`src/rtl/uart_alu_pkg.sv`:
```
// Shared types and constants for the UART <-> ALU frame controller family.
package uart_alu_pkg;

  // Default widths shared with the ALU and UART tops.
  localparam int DEF_WORD_W   = 8;
  localparam int DEF_OPERAND  = 16;
  localparam int DEF_OPCODE_W = 8;
  localparam int DEF_RESULT   = 16;

  // Frame controller states, in frame order.
  typedef enum logic [2:0] {
    ST_RX_A     = 3'd0,
    ST_RX_OP    = 3'd1,
    ST_RX_B     = 3'd2,
    ST_CALC     = 3'd3,
    ST_TX_START = 3'd4,
    ST_TX_WAIT  = 3'd5
  } state_t;

  // Number of UART words needed to carry a field of the given width.
  function automatic int num_bytes(input int width, input int word_w);
    return (width + word_w - 1) / word_w;
  endfunction

endpackage

```
`src/rtl/uart_alu_frame_ctrl_if.sv`:
```
// Bundle of the UART receive/transmit handshakes and the ALU operand/result bus.
//
// Handshake semantics (no ready back-pressure exists on this link):
//   rx:  i_rx_done is a one-cycle valid pulse; i_data_rx is only meaningful in
//        that cycle. The controller drops pulses it is not in a state to take.
//   tx:  o_tx_start is a one-cycle request; o_data_tx stays stable until the
//        transmitter answers with a one-cycle i_tx_done. Only one byte is ever
//        outstanding.
interface uart_alu_frame_ctrl_if
  import uart_alu_pkg::*;
#(
  parameter int W    = DEF_WORD_W,
  parameter int OPW  = DEF_OPERAND,
  parameter int OPC  = DEF_OPCODE_W,
  parameter int RESW = DEF_RESULT
);
  logic [W-1:0]    i_data_rx;
  logic            i_rx_done;
  logic            i_tx_done;
  logic [RESW-1:0] i_resultado_alu;
  logic            o_tx_start;
  logic [W-1:0]    o_data_tx;
  logic [OPW-1:0]  o_reg_dato_A;
  logic [OPW-1:0]  o_reg_dato_B;
  logic [OPC-1:0]  o_reg_opcode;
  logic            o_busy;
  logic            o_frame_error;
  state_t          o_dbg_state;

  // Controller side.
  modport master (
    input  i_data_rx, i_rx_done, i_tx_done, i_resultado_alu,
    output o_tx_start, o_data_tx, o_reg_dato_A, o_reg_dato_B, o_reg_opcode,
           o_busy, o_frame_error, o_dbg_state
  );

  // UART/ALU environment side.
  modport slave (
    output i_data_rx, i_rx_done, i_tx_done, i_resultado_alu,
    input  o_tx_start, o_data_tx, o_reg_dato_A, o_reg_dato_B, o_reg_opcode,
           o_busy, o_frame_error, o_dbg_state
  );
endinterface

```
`src/rtl/frame_timeout_timer.sv`:
```
// Inter-byte idle timer: counts enabled cycles since the last clear and
// pulses o_expire on the TIMEOUT_CYCLES-th idle cycle. 0 disables it.
module frame_timeout_timer #(
  parameter int TIMEOUT_CYCLES = 1000000
) (
  input  logic i_clock,
  input  logic i_reset,
  input  logic i_enable,
  input  logic i_clear,
  output logic o_expire
);

  localparam int CW_RAW = $clog2(TIMEOUT_CYCLES + 1);
  localparam int CW     = (CW_RAW < 1) ? 1 : CW_RAW;

  generate
    if (TIMEOUT_CYCLES == 0) begin : g_off
      assign o_expire = 1'b0;
    end else begin : g_on
      logic [CW-1:0] r_count;
      logic          w_hit;

      assign w_hit    = (r_count == CW'(TIMEOUT_CYCLES - 1));
      // A clear in the expiry cycle wins: a byte arriving just in time is not an error.
      assign o_expire = i_enable && !i_clear && w_hit;

      // Idle counter; held at zero whenever the frame is not waiting for a byte.
      always_ff @(posedge i_clock) begin
        if (i_reset || i_clear || !i_enable) begin
          r_count <= '0;
        end else if (!w_hit) begin
          r_count <= r_count + 1'b1;
        end
      end
    end
  endgenerate

endmodule

```
`src/rtl/uart_alu_frame_ctrl.sv`:
```
// Frame controller: assembles A / opcode / B from UART bytes, commits them to
// the ALU atomically, then streams the multi-byte result back out the UART.
module uart_alu_frame_ctrl
  import uart_alu_pkg::*;
#(
  parameter int WIDTH_WORD_INTERFACE   = DEF_WORD_W,
  parameter int CANT_DATOS_ENTRADA_ALU = DEF_OPERAND,
  parameter int CANT_BITS_OPCODE_ALU   = DEF_OPCODE_W,
  parameter int CANT_DATOS_SALIDA_ALU  = DEF_RESULT,
  parameter int TIMEOUT_CYCLES         = 1000000
) (
  input  logic                  i_clock,
  input  logic                  i_reset,
  uart_alu_frame_ctrl_if.master bus
);

  localparam int W     = WIDTH_WORD_INTERFACE;
  localparam int OPW   = CANT_DATOS_ENTRADA_ALU;
  localparam int OPC   = CANT_BITS_OPCODE_ALU;
  localparam int RESW  = CANT_DATOS_SALIDA_ALU;
  localparam int NA    = num_bytes(OPW, W);
  localparam int NR    = num_bytes(RESW, W);
  localparam int NMAX  = (NA > NR) ? NA : NR;
  localparam int CNT_W = $clog2(NMAX + 1);
  localparam int SHW   = NA * W;
  localparam int TXW   = NR * W;

  state_t           r_state;
  logic [CNT_W-1:0] r_cnt;
  logic [SHW-1:0]   r_shadow_a;
  logic [SHW-1:0]   r_shadow_b;
  logic [OPC-1:0]   r_shadow_op;
  logic [TXW-1:0]   r_tx_buf;

  logic             w_rx_accept;
  logic             w_timer_en;
  logic             w_expire;
  logic [CNT_W-1:0] w_cnt_inc;
  logic             w_last_operand_byte;
  logic             w_last_result_byte;
  logic [SHW-1:0]   w_a_next;
  logic [SHW-1:0]   w_b_next;
  logic [TXW-1:0]   w_res_ext;

  // Byte-acceptance, timer control and next-value assembly of the shadows.
  always_comb begin
    w_rx_accept = bus.i_rx_done &&
                  ((r_state == ST_RX_A) || (r_state == ST_RX_OP) || (r_state == ST_RX_B));
    w_timer_en  = ((r_state == ST_RX_A) && (r_cnt != '0)) ||
                  (r_state == ST_RX_OP) || (r_state == ST_RX_B);
    w_cnt_inc   = r_cnt + 1'b1;
    w_last_operand_byte = (w_cnt_inc == CNT_W'(NA));
    w_last_result_byte  = (w_cnt_inc == CNT_W'(NR));
    w_a_next = r_shadow_a;
    w_a_next[r_cnt*W +: W] = bus.i_data_rx;
    w_b_next = r_shadow_b;
    w_b_next[r_cnt*W +: W] = bus.i_data_rx;
    w_res_ext = TXW'(bus.i_resultado_alu);
  end

  frame_timeout_timer #(
    .TIMEOUT_CYCLES (TIMEOUT_CYCLES)
  ) u_timer (
    .i_clock  (i_clock),
    .i_reset  (i_reset),
    .i_enable (w_timer_en),
    .i_clear  (w_rx_accept),
    .o_expire (w_expire)
  );

  assign bus.o_dbg_state = r_state;

  // Frame FSM with registered outputs; tx_start/data are set on the edge that
  // enters TX_START so the request is high exactly while in TX_START.
  always_ff @(posedge i_clock) begin
    if (i_reset) begin
      r_state           <= ST_RX_A;
      r_cnt             <= '0;
      r_shadow_a        <= '0;
      r_shadow_b        <= '0;
      r_shadow_op       <= '0;
      r_tx_buf          <= '0;
      bus.o_tx_start    <= 1'b0;
      bus.o_data_tx     <= '0;
      bus.o_reg_dato_A  <= '0;
      bus.o_reg_dato_B  <= '0;
      bus.o_reg_opcode  <= '0;
      bus.o_busy        <= 1'b0;
      bus.o_frame_error <= 1'b0;
    end else begin
      bus.o_tx_start    <= 1'b0;
      bus.o_frame_error <= 1'b0;
      case (r_state)
        ST_RX_A: begin
          if (w_rx_accept) begin
            r_shadow_a <= w_a_next;
            bus.o_busy <= 1'b1;
            if (w_last_operand_byte) begin
              r_cnt   <= '0;
              r_state <= ST_RX_OP;
            end else begin
              r_cnt <= w_cnt_inc;
            end
          end else if (w_expire) begin
            bus.o_frame_error <= 1'b1;
            bus.o_busy        <= 1'b0;
            r_shadow_a        <= '0;
            r_shadow_b        <= '0;
            r_shadow_op       <= '0;
            r_cnt             <= '0;
            r_state           <= ST_RX_A;
          end
        end

        ST_RX_OP: begin
          if (w_rx_accept) begin
            r_shadow_op <= bus.i_data_rx[OPC-1:0];
            r_cnt       <= '0;
            r_state     <= ST_RX_B;
          end else if (w_expire) begin
            bus.o_frame_error <= 1'b1;
            bus.o_busy        <= 1'b0;
            r_shadow_a        <= '0;
            r_shadow_b        <= '0;
            r_shadow_op       <= '0;
            r_cnt             <= '0;
            r_state           <= ST_RX_A;
          end
        end

        ST_RX_B: begin
          if (w_rx_accept) begin
            r_shadow_b <= w_b_next;
            if (w_last_operand_byte) begin
              // All three ALU inputs change on this one edge.
              bus.o_reg_dato_A <= r_shadow_a[OPW-1:0];
              bus.o_reg_opcode <= r_shadow_op;
              bus.o_reg_dato_B <= w_b_next[OPW-1:0];
              r_cnt            <= '0;
              r_state          <= ST_CALC;
            end else begin
              r_cnt <= w_cnt_inc;
            end
          end else if (w_expire) begin
            bus.o_frame_error <= 1'b1;
            bus.o_busy        <= 1'b0;
            r_shadow_a        <= '0;
            r_shadow_b        <= '0;
            r_shadow_op       <= '0;
            r_cnt             <= '0;
            r_state           <= ST_RX_A;
          end
        end

        ST_CALC: begin
          r_tx_buf       <= w_res_ext;
          bus.o_data_tx  <= w_res_ext[W-1:0];
          bus.o_tx_start <= 1'b1;
          r_cnt          <= '0;
          r_state        <= ST_TX_START;
        end

        ST_TX_START: begin
          r_state <= ST_TX_WAIT;
        end

        ST_TX_WAIT: begin
          if (bus.i_tx_done) begin
            if (w_last_result_byte) begin
              r_cnt      <= '0;
              bus.o_busy <= 1'b0;
              r_state    <= ST_RX_A;
            end else begin
              r_cnt          <= w_cnt_inc;
              bus.o_data_tx  <= r_tx_buf[w_cnt_inc*W +: W];
              bus.o_tx_start <= 1'b1;
              r_state        <= ST_TX_START;
            end
          end
        end

        default: begin
          r_cnt   <= '0;
          r_state <= ST_RX_A;
        end
      endcase
    end
  end

endmodule

```
`src/flat_wrapper.sv`:
```
// flat-port wrapper written by rule: the top's interface ports become plain ports
module uart_alu_frame_ctrl_flat import uart_alu_pkg::*;
#(
  parameter int WIDTH_WORD_INTERFACE   = DEF_WORD_W,
  parameter int CANT_DATOS_ENTRADA_ALU = DEF_OPERAND,
  parameter int CANT_BITS_OPCODE_ALU   = DEF_OPCODE_W,
  parameter int CANT_DATOS_SALIDA_ALU  = DEF_RESULT,
  parameter int TIMEOUT_CYCLES         = 1000000
)
  (i_clock, i_reset, bus_i_data_rx, bus_i_rx_done, bus_i_tx_done, bus_i_resultado_alu, bus_o_tx_start, bus_o_data_tx, bus_o_reg_dato_A, bus_o_reg_dato_B, bus_o_reg_opcode, bus_o_busy, bus_o_frame_error, bus_o_dbg_state);
  uart_alu_frame_ctrl_if bus_i ();
  input  logic i_clock;
  input  logic i_reset;
  input wire logic [$bits(bus_i.i_data_rx)-1:0] bus_i_data_rx;
  input wire logic [$bits(bus_i.i_rx_done)-1:0] bus_i_rx_done;
  input wire logic [$bits(bus_i.i_tx_done)-1:0] bus_i_tx_done;
  input wire logic [$bits(bus_i.i_resultado_alu)-1:0] bus_i_resultado_alu;
  output wire logic [$bits(bus_i.o_tx_start)-1:0] bus_o_tx_start;
  output wire logic [$bits(bus_i.o_data_tx)-1:0] bus_o_data_tx;
  output wire logic [$bits(bus_i.o_reg_dato_A)-1:0] bus_o_reg_dato_A;
  output wire logic [$bits(bus_i.o_reg_dato_B)-1:0] bus_o_reg_dato_B;
  output wire logic [$bits(bus_i.o_reg_opcode)-1:0] bus_o_reg_opcode;
  output wire logic [$bits(bus_i.o_busy)-1:0] bus_o_busy;
  output wire logic [$bits(bus_i.o_frame_error)-1:0] bus_o_frame_error;
  output wire logic [$bits(bus_i.o_dbg_state)-1:0] bus_o_dbg_state;
  assign bus_i.i_data_rx = bus_i_data_rx;
  assign bus_i.i_rx_done = bus_i_rx_done;
  assign bus_i.i_tx_done = bus_i_tx_done;
  assign bus_i.i_resultado_alu = bus_i_resultado_alu;
  assign bus_o_tx_start = bus_i.o_tx_start;
  assign bus_o_data_tx = bus_i.o_data_tx;
  assign bus_o_reg_dato_A = bus_i.o_reg_dato_A;
  assign bus_o_reg_dato_B = bus_i.o_reg_dato_B;
  assign bus_o_reg_opcode = bus_i.o_reg_opcode;
  assign bus_o_busy = bus_i.o_busy;
  assign bus_o_frame_error = bus_i.o_frame_error;
  assign bus_o_dbg_state = bus_i.o_dbg_state;
  uart_alu_frame_ctrl #(.WIDTH_WORD_INTERFACE(WIDTH_WORD_INTERFACE), .CANT_DATOS_ENTRADA_ALU(CANT_DATOS_ENTRADA_ALU), .CANT_BITS_OPCODE_ALU(CANT_BITS_OPCODE_ALU), .CANT_DATOS_SALIDA_ALU(CANT_DATOS_SALIDA_ALU), .TIMEOUT_CYCLES(TIMEOUT_CYCLES)) u_core (.i_clock(i_clock), .i_reset(i_reset), .bus(bus_i));
endmodule
```
`config.mk`:
```
export PLATFORM = sky130hd
export DESIGN_NAME = uart_alu_frame_ctrl_flat
export DESIGN_NICKNAME = d
export VERILOG_FILES = /design/src/rtl/uart_alu_pkg.sv /design/src/rtl/uart_alu_frame_ctrl_if.sv /design/src/rtl/frame_timeout_timer.sv /design/src/rtl/uart_alu_frame_ctrl.sv /design/src/flat_wrapper.sv
export SDC_FILE = /design/constraint.sdc
export NUM_CORES = 1
export LEC_CHECK = 0
export BUFFER_PORTS_ARGS = -buffer_cell sky130_fd_sc_hd__buf_2
export CORE_UTILIZATION = 40
export DETAILED_ROUTE_END_ITERATION = 10
export GPL_TIMING_DRIVEN = 0
export PLACE_DENSITY = 0.67
export RECOVER_POWER = 50
export REMOVE_ABC_BUFFERS = 1
export SKIP_LAST_GASP = 1
export SYNTH_ARGS = -nofsm -noshare
export SYNTH_HDL_FRONTEND = slang
export SYNTH_HIERARCHICAL = 1
export SYNTH_SLANG_ARGS = --single-unit
```
`constraint.sdc`:
```
create_clock -name i_clock -period 3.4 [get_ports i_clock]
set_input_delay 0.34 -clock i_clock [delete_from_list [all_inputs] [get_ports i_clock]]
set_output_delay 0.34 -clock i_clock [all_outputs]
set_load 0.05 [all_outputs]
```
==> summary.md, run 1 <==
| Metric | Value |
|---|---|
| Status | `completed` |
| Clock Latency Late Sink | `0.41 ns` |
| Sequential area share after synthesis | `0.469` |
| IO Count | `82` |
| Die area | `between 0.01 and 0.015 sq mm` |
| Slowest CP cell | `nor3b_1` |
| Largest net degree at the start of global routing | `56` |
| Synth top area share | `0.469` |
| Final antenna-violating net count | `0` |
| Number of CTS-inserted buffers | `17` |
| Dpl hpwl | `slightly above 8000 microns` |
| GRT Residual Overflow | `0` |
| Residual DRC | `0` |
| Critical path data required time | `3.68 ns` |
| Leading area contributor after synthesis | `dfxtp_1` |
| Max cap viols | `0` |
| Fmax | `0.327 GHz` |
| GP Congestion | `0.803` |
| Worst Path Arrival | `approximately 3.3 ns` |
| GR Layer Usage met2 | `0.307` |
| Cell row count | `approximately 40` |
| Mapped Area | `0.00529 sq mm` |
| ANT cells | `0` |
| Max transition margin | `0.216` |
| Core area | `0.0128 sq mm` |
| Post-synth ARST share | `0` |
| FF/Latch Area | `roughly 0.0025 sq mm` |
| Cell mode on critical path | `nor3b_1` |
| Met3 Resource Use GR | `0.0556` |
| Die height | `about 120 microns` |
| Syn-to-layout area delta | `18.2%` |
| Syn Inst Count | `624` |
| Slowest cell delay on critical path | `between 0.6 and 0.7 ns` |
| Library cells used by synthesis | `62` |
| Layout cell share with drive strength beyond 1 | `0.107` |
| Final hold violations | `0` |
| CP max FO | `8` |
| Top cells by count, synth | `124 x dfxtp_1, 113 x nand2_1, 78 x nor2_1, 59 x a21oi_1, 25 x a22oi_1` |
| Static Leak | `2.13 nW` |
| Reg clk slew, reported paths | `0.06 ns` |
| Synth warn | `6` |
| Main synth FF type | `dfxtp_1` |
| Post-CTS Hold Fix Bufs | `0` |
| PwrDens | `564 mW/mm^2` |
| Most frequent cell after synthesis | `dfxtp_1` |
| Total Power | `3.53 mW` |
| Vias in the first global route | `4232` |
| Sum Neg Setup Slack | `0 ns` |
| Initial antenna violation count | `0` |
| Total track usage | `0.192` |
| Port Buf Inserts | `81` |
| Period minus WS final | `3.06 ns` |
| Global-route wire length before repair | `20400 microns` |
| H-tree depth | `4` |
| Clock sinks | `124` |
| TritonCTS clock tree | `yes` |
| Drt via density | `5.32` |
| Pre-antenna DRT Iters | `5` |
| M1 GR Usage | `0.249` |
| FILL cells | `1228` |
| Worst Hold Class | `input port to flip-flop` |
| WL per Instance | `14.5 microns` |
| Synthesized flop and latch total | `124` |
| Fin. max-slew vios | `0` |
| Final setup viols | `0` |
| Final wirelength | `12700 microns` |
| Starting Density | `0.414` |
| Post-CTS Setup Inserts | `0` |
| Worst IR Drop VDD | `0.262 mV` |
| Worst path cell trace | `nor4b_1, and4bb_2, nand2_1, nor3b_1, nor3b_1, o31ai_2, a22oi_1, nor2_1` |
| Final setup skew | `0.0121 ns` |
| Final #Nets | `slightly above 700` |
| RSZ-0062 raised after global routing | `no` |
| Root Buffer | `clkbuf_16` |
| Longest Clk Path Bufs | `2` |
| Final Cycle Share | `0.899` |
| Multi-input gate area | `0.00258 sq mm` |
| Worst-margin pin slew | `1.18 ns` |
| Avg Cell Area, Syn | `8.48 sq um` |
| Gr busiest metal | `met2` |
| CP endpoint kind | `flip-flop` |
| Ranking of synthesized cells by area | `dfxtp_1 47%, nand2_1 8.0%, a21oi_1 5.6%, nor2_1 5.5%, a22oi_1 3.5%` |
| Die width | `117 microns` |
| Crit path launch type | `flip-flop` |
| Critical path type | `flip-flop to flip-flop` |
| Vias | `4650` |
| Drt initial violations | `a little over 300` |
| Post-synth EDFFs | `0` |
[worst paths after layout]
check,startpoint,cells past startpoint,to,slack (ns)
hold / removal,bus_i_resultado_alu[13],3,u_core/r_tx_buf[13],0.16
setup reg to reg,u_core/u_timer/g_on.r_count[9],8,u_core/r_shadow_a[9],0.34
hold reg to reg,u_core/r_tx_buf[5],2,u_core/r_tx_buf[5],0.45
setup / recovery,u_core/u_timer/g_on.r_count[9],8,u_core/r_shadow_a[9],0.34
[cells in the final DEF (no fill, tap or decap), drive strengths merged, types with 2 or more instances in the layout]
cell type	n
a211oi	16
ha	5
nand2	113
a21oi	59
o31ai	3
nor2b	12
nor2	79
a22oi	25
nand2b	5
o211ai	2
and3b	2
nand4bb	2
clkinv	3
inv	11
and3	7
or3b	2
clkinvlp	3
a41o	3
bufinv	2
nor3b	8
or2	3
dfxtp	124
clkbuf	74
o21ai	12
and2	5
a2bb2oi	8
nand4	7
xnor2	8
nor4	3
or3	3
buf	28
a31oi	16
nor4bb	3
nand3	6
nor3	17
mux2i	8
[stage by stage]
stage,cells,instance area (sq um),setup slack [ns],utilization,hold WS (ns)
final,874,6250,0.343,0.489,0.158
after global routing,874,6250,0.0459,0.489,0.163
after CTS,874,6320,0.177,0.494,0.148
after detailed placement,842,5730,0.205,0.449,0.447
after global placement,841,5710,0.187,0.447,0.440
after floorplan,588,5090,0.767,-,0.409
[flip-flops by register name (all words and copies together) (netlist names)]
| signal | cells |
|---|---|
| u_core/r_cnt | 2 |
| u_core/r_tx_buf | 16 |
| u_core/r_shadow_b | 8 |
| u_core/bus.o_reg_opcode | 8 |
| u_core/bus.o_reg_dato_A | 16 |
| u_core/u_timer/g_on.r_count | 20 |
| u_core/bus.o_reg_dato_B | 16 |
| u_core/bus.o_frame_error | 1 |
| u_core/r_shadow_op | 8 |
| u_core/bus.o_dbg_state | 3 |
| u_core/bus.o_busy | 1 |
| u_core/bus.o_data_tx | 8 |
| u_core/bus.o_tx_start | 1 |
| u_core/r_shadow_a | 16 |
[critical path: cells and delay by family (launching register included)]
| family | cells | cell delay [ns] |
|---|---|---|
| AOI/OAI and AO/OA | 2 | 0.48 |
| DFF | 1 | 0.44 |
| and+or+nand+nor | 6 | 2.02 |
[layout make-up]
cell class / count / area share
inverters: 7 / 0.00420
multi-input cells: 457 / 0.413
well taps: 172 / 0.0344
flip-flops and latches: 124 / 0.397
clock inverters: 12 / 0.0218
clock buffers: 20 / 0.0715
repair buffers: 82 / 0.0577
[cells by family (layout without fill, tap and decap cells)]
kind of cell | count (synthesis) | in the layout | synth area share
AO/OA/AOI/OAI | 152 | 152 | 0.185
XOR/XNOR | 9 | 9 | 0.0149
flip-flops | 124 | 124 | 0.469
buffers and inverters | 43 | 121 | 0.0426
adder cells (fa/ha/maj) | 6 | 6 | 0.0137
multiplexers | 8 | 8 | 0.0151
AND/OR/NAND/NOR | 282 | 282 | 0.260
[power breakdown]
| part | internal (mW) | switching (mW) | total, mW |
|---|---|---|---|
| registers | 1.48 | 0.0316 | 1.51 |
| clock network | 1.10 | 0.665 | 1.77 |
| logic | 0.0883 | 0.163 | 0.251 |
| total | 2.67 | 0.859 | 3.53 |
[routing by layer]
layer | up-vias | part of all wire
met4 | 0 | 0.014
met3 | 20 | 0.056
li1 | 2328 | -
met1 | 2169 | 0.46
met5 | - | 0
met2 | 133 | 0.47
[repair_timing]
item                                    CTS  global route
endpoints found under the hold margin     0             0
endpoints found under the setup margin    0            16
gates resized for setup                   0             1
(Power assumes the default switching activity.)
==> run 2: changes to the inputs <==
PLACE_DENSITY = unset   (was 0.67)
clock period = 3.85 ns   (was 3.4 ns; I/O delays follow)
==> run 2 against run 1 <==
Combinational power decreased by 12%. Die area unchanged. Critical path depth unchanged. Non-clock buffer count unchanged. Sequential power decreased by 12%. Global-route usage increased by 0.36 points. Register-to-register slack improved by 0.21 ns. Design area decreased by 1.1%.
==> summary.md, run 2 (synthesized netlist as in run 1, its figures left out) <==
| Metric | Value |
|---|---|
| Worst Hold End | `u_core/r_tx_buf[9] (was u_core/r_tx_buf[13])` |
| WL per Instance | `14.3 microns (was 14.5 microns)` |
| Global-route wire length before repair | `20800 microns (was 20400 microns)` |
| Final antenna-violating net count | `0 (unchanged)` |
| Critical path data required time | `4.14 ns (was 3.68 ns)` |
| M1 GR Usage | `0.259 (was 0.249)` |
| Fin. max-slew vios | `0 (unchanged)` |
| Min Hold Slack | `0.209 ns (was 0.158 ns)` |
| IO Count | `82 (unchanged)` |
| GRT Residual Overflow | `0 (unchanged)` |
| Commonest non-fill, non-tap cells in the layout | `124 x dfxtp_1, 113 x nand2_1, 78 x nor2_1, 59 x a21oi_1, 58 x clkbuf_1 (was 123 x dfxtp_1, 113 x nand2_1, 78 x nor2_1, 59 x a21oi_1, 56 x clkbuf_1)` |
| Syn-to-layout area delta | `16.8% (was 18.2%)` |
| Worst-margin pin slew | `1.25 ns (was 1.18 ns)` |
| Pre-antenna DRT Iters | `5 (unchanged)` |
| Worst IR Drop VDD | `0.278 mV (was 0.262 mV)` |
| # resized after CTS | `0 (unchanged)` |
| Longest Clk Path Bufs | `2 (unchanged)` |
| CP max FO | `14 (was 8)` |
| Post-CTS Hold Fix Bufs | `0 (unchanged)` |
| Reg clk slew, reported paths | `0.05 ns (was 0.06 ns)` |
| FF/Latch Area | `0.00248 sq mm (about the same)` |
| Final hold violations | `0 (unchanged)` |
| Final Cycle Share | `0.857 (was 0.899)` |
| Commonest non-fill, non-tap cell in the layout | `dfxtp_1 (unchanged)` |
| Multi-input gate area | `0.00258 sq mm (unchanged)` |
| Layout cell share with drive strength beyond 1 | `0.101 (was 0.107)` |
| Initial antenna violation count | `0 (unchanged)` |
| ANT cells | `0 (unchanged)` |
| Crit path launch type | `flip-flop (unchanged)` |
| Final wirelength | `12500 microns (was 12700 microns)` |
| Total track usage | `0.196 (was 0.192)` |
| Most flops, register | `u_core/u_timer/g_on.r_count (unchanged)` |
| Critical path type | `flip-flop to flip-flop (unchanged)` |
| Dpl hpwl | `8140 microns (was 8250 microns)` |
| Die height | `117 microns (unchanged)` |
| Number of CTS-inserted buffers | `17 (unchanged)` |
| Residual DRC | `0 (unchanged)` |
| Max reg flops | `20 (unchanged)` |
| GR Layer Usage met2 | `0.302 (was 0.307)` |
| Die area | `0.0137 sq mm (unchanged)` |
| Core area | `0.0128 sq mm (unchanged)` |
| Starting Density | `0.414 (unchanged)` |
| RSZ-0062 raised after global routing | `no (unchanged)` |
| H-tree depth | `4 (unchanged)` |
| Met3 Resource Use GR | `0.0541 (was 0.0556)` |
| TritonCTS clock tree | `yes (unchanged)` |
| Vias in the first global route | `4220 (was 4232)` |
| Post-CTS Setup Inserts | `0 (unchanged)` |
| Clock Latency Late Sink | `0.41 ns (about the same)` |
| Drt initial violations | `281 (was 309)` |
| Cell row count | `41 (unchanged)` |
| FF-to-FF Start | `u_core/r_cnt[0] (was u_core/u_timer/g_on.r_count[9])` |
| Hold Crit Depth | `3 (unchanged)` |
| GP Congestion | `0.811 (was 0.803)` |
| Fmax | `0.303 GHz (was 0.327 GHz)` |
| Period minus WS final | `3.30 ns (was 3.06 ns)` |
| Final setup skew | `0.0113 ns (was 0.0121 ns)` |
| CP endpoint kind | `flip-flop (unchanged)` |
| Worst Hold Class | `input port to flip-flop (unchanged)` |
| PwrDens | `475 mW/mm^2 (was 564 mW/mm^2)` |
| Largest net degree at the start of global routing | `61 (was 56)` |
| Max transition margin | `0.155 (was 0.216)` |
| Worst Path Arrival | `3.59 ns (was 3.34 ns)` |
| Final #Nets | `722 (unchanged)` |
| Drt via density | `5.28 (was 5.32)` |
| Hold Crit Start | `bus_i_resultado_alu[9] (was bus_i_resultado_alu[13])` |
| Root Buffer | `clkbuf_16 (unchanged)` |
| R2R depth | `8 (unchanged)` |
| Vias | `4608 (was 4650)` |
| Gr busiest metal | `met2 (unchanged)` |
| FILL cells | `1266 (was 1228)` |
| Static Leak | `2.11 nW (was 2.13 nW)` |
| Port Buf Inserts | `81 (unchanged)` |
| Max cap viols | `0 (unchanged)` |
| Clock sinks | `124 (unchanged)` |
| R2R Setup Slk | `0.55 ns (was 0.34 ns)` |
| Status | `completed (unchanged)` |
| Sum Neg Setup Slack | `0 ns (unchanged)` |
| FF-to-FF End | `u_core/r_shadow_a[11] (was u_core/r_shadow_a[9])` |
| Die width | `117 microns (unchanged)` |
| Final setup viols | `0 (unchanged)` |
==> run 2: cell types whose count changed in the layout (fill, tap and decap cells not counted), moves of 2 or more <==
cell / delta
clkbuf_1: +2
inv_6: -4
clkinv_2: +4
bufinv_16: -2
==> run 2: worst max-delay path by stage <==
stage	from	endpoint	depth (start not counted)
after CTS	u_core/r_cnt[0]	u_core/r_shadow_a[5]	8
after global placement	u_core/r_cnt[0]	u_core/r_shadow_a[12]	8
final	u_core/r_cnt[0]	u_core/r_shadow_a[11]	8
after global routing	u_core/r_cnt[0]	u_core/r_shadow_a[5]	8
after detailed placement	u_core/r_cnt[0]	u_core/r_shadow_a[11]	8
after floorplan	u_core/bus.o_dbg_state[1]	u_core/r_shadow_a[11]	7
==> run 2: per-stage QoR <==
| stage | utilization | worst slack, ns | total power, mW | area (sq um) | std cells |
|---|---|---|---|---|---|
| 2_1_floorplan | - | 1.22 | 1.49 | 5090 | 588 |
| 3_3_place_gp | 0.447 | 0.581 | 1.57 | 5710 | 841 |
| 3_5_place_dp | 0.449 | 0.632 | 1.58 | 5730 | 842 |
| 4_1_cts | 0.489 | 0.586 | 2.97 | 6250 | 873 |
| 5_1_grt | 0.484 | 0.210 | 3.05 | 6180 | 873 |
| 6_report | 0.484 | 0.552 | 2.93 | 6180 | 873 |
==> run 2: worst max-delay path: stages, from the launching register on <==
cell and delay (ns):
dfxtp_1 0.80, inv_1 0.22, ha_1 0.30, a21boi_0 0.24, nor3b_1 0.62, nor3b_1 0.44
o31ai_2 0.25, a22oi_1 0.24, nor2_1 0.06
==> run 2: metal layers <==
metal | part of all wire | wire length, microns
met5 | 0 | 0
met4 | 0.013 | 163
met3 | 0.054 | 673
met2 | 0.45 | 5630
met1 | 0.48 | 6020
==> run 2: area by class of cell <==
| cell class | count | share of cell area |
|---|---|---|
| clock inverters | 8 | 0.00729 |
| multi-input cells | 457 | 0.418 |
| inverters | 7 | 0.00425 |
| clock buffers | 23 | 0.0757 |
| flip-flops and latches | 124 | 0.402 |
| repair buffers | 82 | 0.0583 |
| well taps | 172 | 0.0348 |
==> run 2: report_power, final <==
part | internal (mW) | switching (mW)
clock network | 0.843 | 0.536
logic | 0.0782 | 0.144
registers | 1.30 | 0.0274
==> run 3: changes to the inputs <==
PLACE_DENSITY = 0.66   (was unset)
==> run 3 against run 2 <==
Clock power is 9% higher. Die area is the same. Largest cell class unchanged. Sequential share of layout area fell by 0.39 points. Design area rose by 0.99%. Setup slack worse by 0.040 ns.
==> summary.md, run 3 (synthesized netlist as in run 1, its figures left out) <==
| Metric | Value |
|---|---|
| Status | `completed (unchanged)` |
| PwrDens | `490 mW/mm^2 (was 475 mW/mm^2)` |
| Crit path launch type | `flip-flop (unchanged)` |
| Vias in the first global route | `4219 (was 4220)` |
| Critical path data required time | `4.12 ns (was 4.14 ns)` |
| Global-route wire length before repair | `20400 microns (was 20800 microns)` |
| Commonest non-fill, non-tap cells in the layout | `124 x dfxtp_1, 113 x nand2_1, 78 x nor2_1, 59 x a21oi_1, 55 x clkbuf_1 (was 124 x dfxtp_1, 113 x nand2_1, 78 x nor2_1, 59 x a21oi_1, 58 x clkbuf_1)` |
| TritonCTS clock tree | `yes (unchanged)` |
| Die height | `117 microns (unchanged)` |
| Number of CTS-inserted buffers | `17 (unchanged)` |
| Min Hold Slack | `0.213 ns (was 0.209 ns)` |
| Area post-placement | `0.00573 sq mm (unchanged)` |
| Drt initial violations | `331 (was 281)` |
| Max reg flops | `20 (unchanged)` |
| FILL cells | `1245 (was 1266)` |
| Vias | `4613 (was 4608)` |
| WL per Instance | `14.4 microns (was 14.3 microns)` |
| Final Cycle Share | `0.867 (was 0.857)` |
| # resized after CTS | `0 (unchanged)` |
| Final setup viols | `0 (unchanged)` |
| H-tree depth | `4 (unchanged)` |
| Port Buf Inserts | `81 (unchanged)` |
| Worst-margin pin slew | `1.19 ns (was 1.25 ns)` |
| Final #Nets | `722 (unchanged)` |
| Critical path type | `flip-flop to flip-flop (unchanged)` |
| IO Count | `82 (unchanged)` |
| Final antenna-violating net count | `0 (unchanged)` |
| Period minus WS final | `3.34 ns (was 3.30 ns)` |
| Sum Neg Setup Slack | `0 ns (unchanged)` |
| Finished Layout Cells | `874 (was 873)` |
| Final wirelength | `12600 microns (was 12500 microns)` |
| Cell row count | `41 (unchanged)` |
| Syn-to-layout area delta | `18.0% (was 16.8%)` |
| Largest net degree at the start of global routing | `60 (was 61)` |
| Starting Density | `0.414 (unchanged)` |
| Initial antenna violation count | `0 (unchanged)` |
| Post-CTS Setup Inserts | `0 (unchanged)` |
| Layout cell share with drive strength beyond 1 | `0.107 (was 0.101)` |
| Worst Hold Class | `input port to flip-flop (unchanged)` |
| Max transition margin | `0.200 (was 0.155)` |
| Die width | `117 microns (unchanged)` |
| Reg clk slew, reported paths | `0.06 ns (was 0.05 ns)` |
| ANT cells | `0 (unchanged)` |
| Longest Clk Path Bufs | `2 (unchanged)` |
| Post-CTS Hold Fix Bufs | `0 (unchanged)` |
| CP max FO | `14 (unchanged)` |
| Clock sinks | `124 (unchanged)` |
| Most flops, register | `u_core/u_timer/g_on.r_count (unchanged)` |
| Root Buffer | `clkbuf_16 (unchanged)` |
| Final instance area | `0.00624 sq mm (was 0.00618 sq mm)` |
| Total Power | `3.06 mW (was 2.93 mW)` |
| Clock Latency Late Sink | `0.41 ns (about the same)` |
| Worst Path Arrival | `3.61 ns (was 3.59 ns)` |
| CP endpoint kind | `flip-flop (unchanged)` |
| Fin. max-slew vios | `0 (unchanged)` |
| Commonest non-fill, non-tap cell in the layout | `dfxtp_1 (unchanged)` |
| Dpl hpwl | `8450 microns (was 8140 microns)` |
| Worst IR Drop VDD | `0.254 mV (was 0.278 mV)` |
| GP Congestion | `0.788 (was 0.811)` |
| GRT Residual Overflow | `0 (unchanged)` |
| RSZ-0062 raised after global routing | `no (unchanged)` |
| Static Leak | `2.13 nW (was 2.11 nW)` |
| Core area | `0.0128 sq mm (unchanged)` |
| Residual DRC | `0 (unchanged)` |
| Final hold violations | `0 (unchanged)` |
| Die area | `0.0137 sq mm (unchanged)` |
| Drt via density | `5.28 (about the same)` |
| Pre-antenna DRT Iters | `4 (was 5)` |
| Fmax | `0.300 GHz (was 0.303 GHz)` |
| Placed Instances | `842 (unchanged)` |
| Final setup skew | `0.00699 ns (was 0.0113 ns)` |
| Total track usage | `0.191 (was 0.196)` |
| Max cap viols | `0 (unchanged)` |
-- run 3: metal layers --
layer	wire, microns	part of all wire	vias to the layer above	track usage
li1	-	-	2322	-
met1	5790	0.46	2193	0.246
met2	6110	0.49	87	0.311
met3	580	0.046	11	0.0520
met4	117	0.0093	0	0.0633
met5	0	0	-	0
-- run 3: layout make-up --
type / instances / area (sq um) / area share
multi-input combinational: 457 / 2580 / 0.414
clock buffer: 22 / 484 / 0.0776
tap: 172 / 215 / 0.0345
inverter: 7 / 26.3 / 0.00421
sequential: 124 / 2480 / 0.398
clock inverter: 10 / 90.1 / 0.0144
timing repair buffer: 82 / 360 / 0.0578
-- run 3: worst max-delay path: stages (launching register included) --
cell and delay [ns]:
dfxtp_1 0.79, inv_1 0.22, ha_1 0.29, a21boi_0 0.26, nor3b_1 0.70, nor3b_1 0.42
o31ai_2 0.26, a22oi_1 0.20, nor2_1 0.06
-- run 3: worst paths after layout --
path	from	end	depth (start not counted)	slack, ns
min reg2reg	u_core/bus.o_reg_dato_A[1]	u_core/bus.o_reg_dato_A[1]	2	0.45
max reg2reg	u_core/r_cnt[0]	u_core/r_shadow_a[3]	8	0.51
max	u_core/r_cnt[0]	u_core/r_shadow_a[3]	8	0.51
min	bus_i_resultado_alu[15]	u_core/r_tx_buf[15]	3	0.21
-- run 3: report_power, final --
part | switching, mW | total (mW) | internal (mW)
combinational | 0.144 | 0.223 | 0.0782
sequential | 0.0277 | 1.33 | 1.30
clock | 0.553 | 1.51 | 0.952
total | 0.725 | 3.06 | 2.33
-- run 3: per-stage QoR --
| stage | utilization | setup slack (ns) |
|---|---|---|
| global route | 0.488 | 0.195 |
| CTS | 0.494 | 0.557 |
| finish | 0.488 | 0.511 |
| detailed placement | 0.449 | 0.570 |
| global placement | 0.447 | 0.625 |
| floorplan | - | 1.22 |
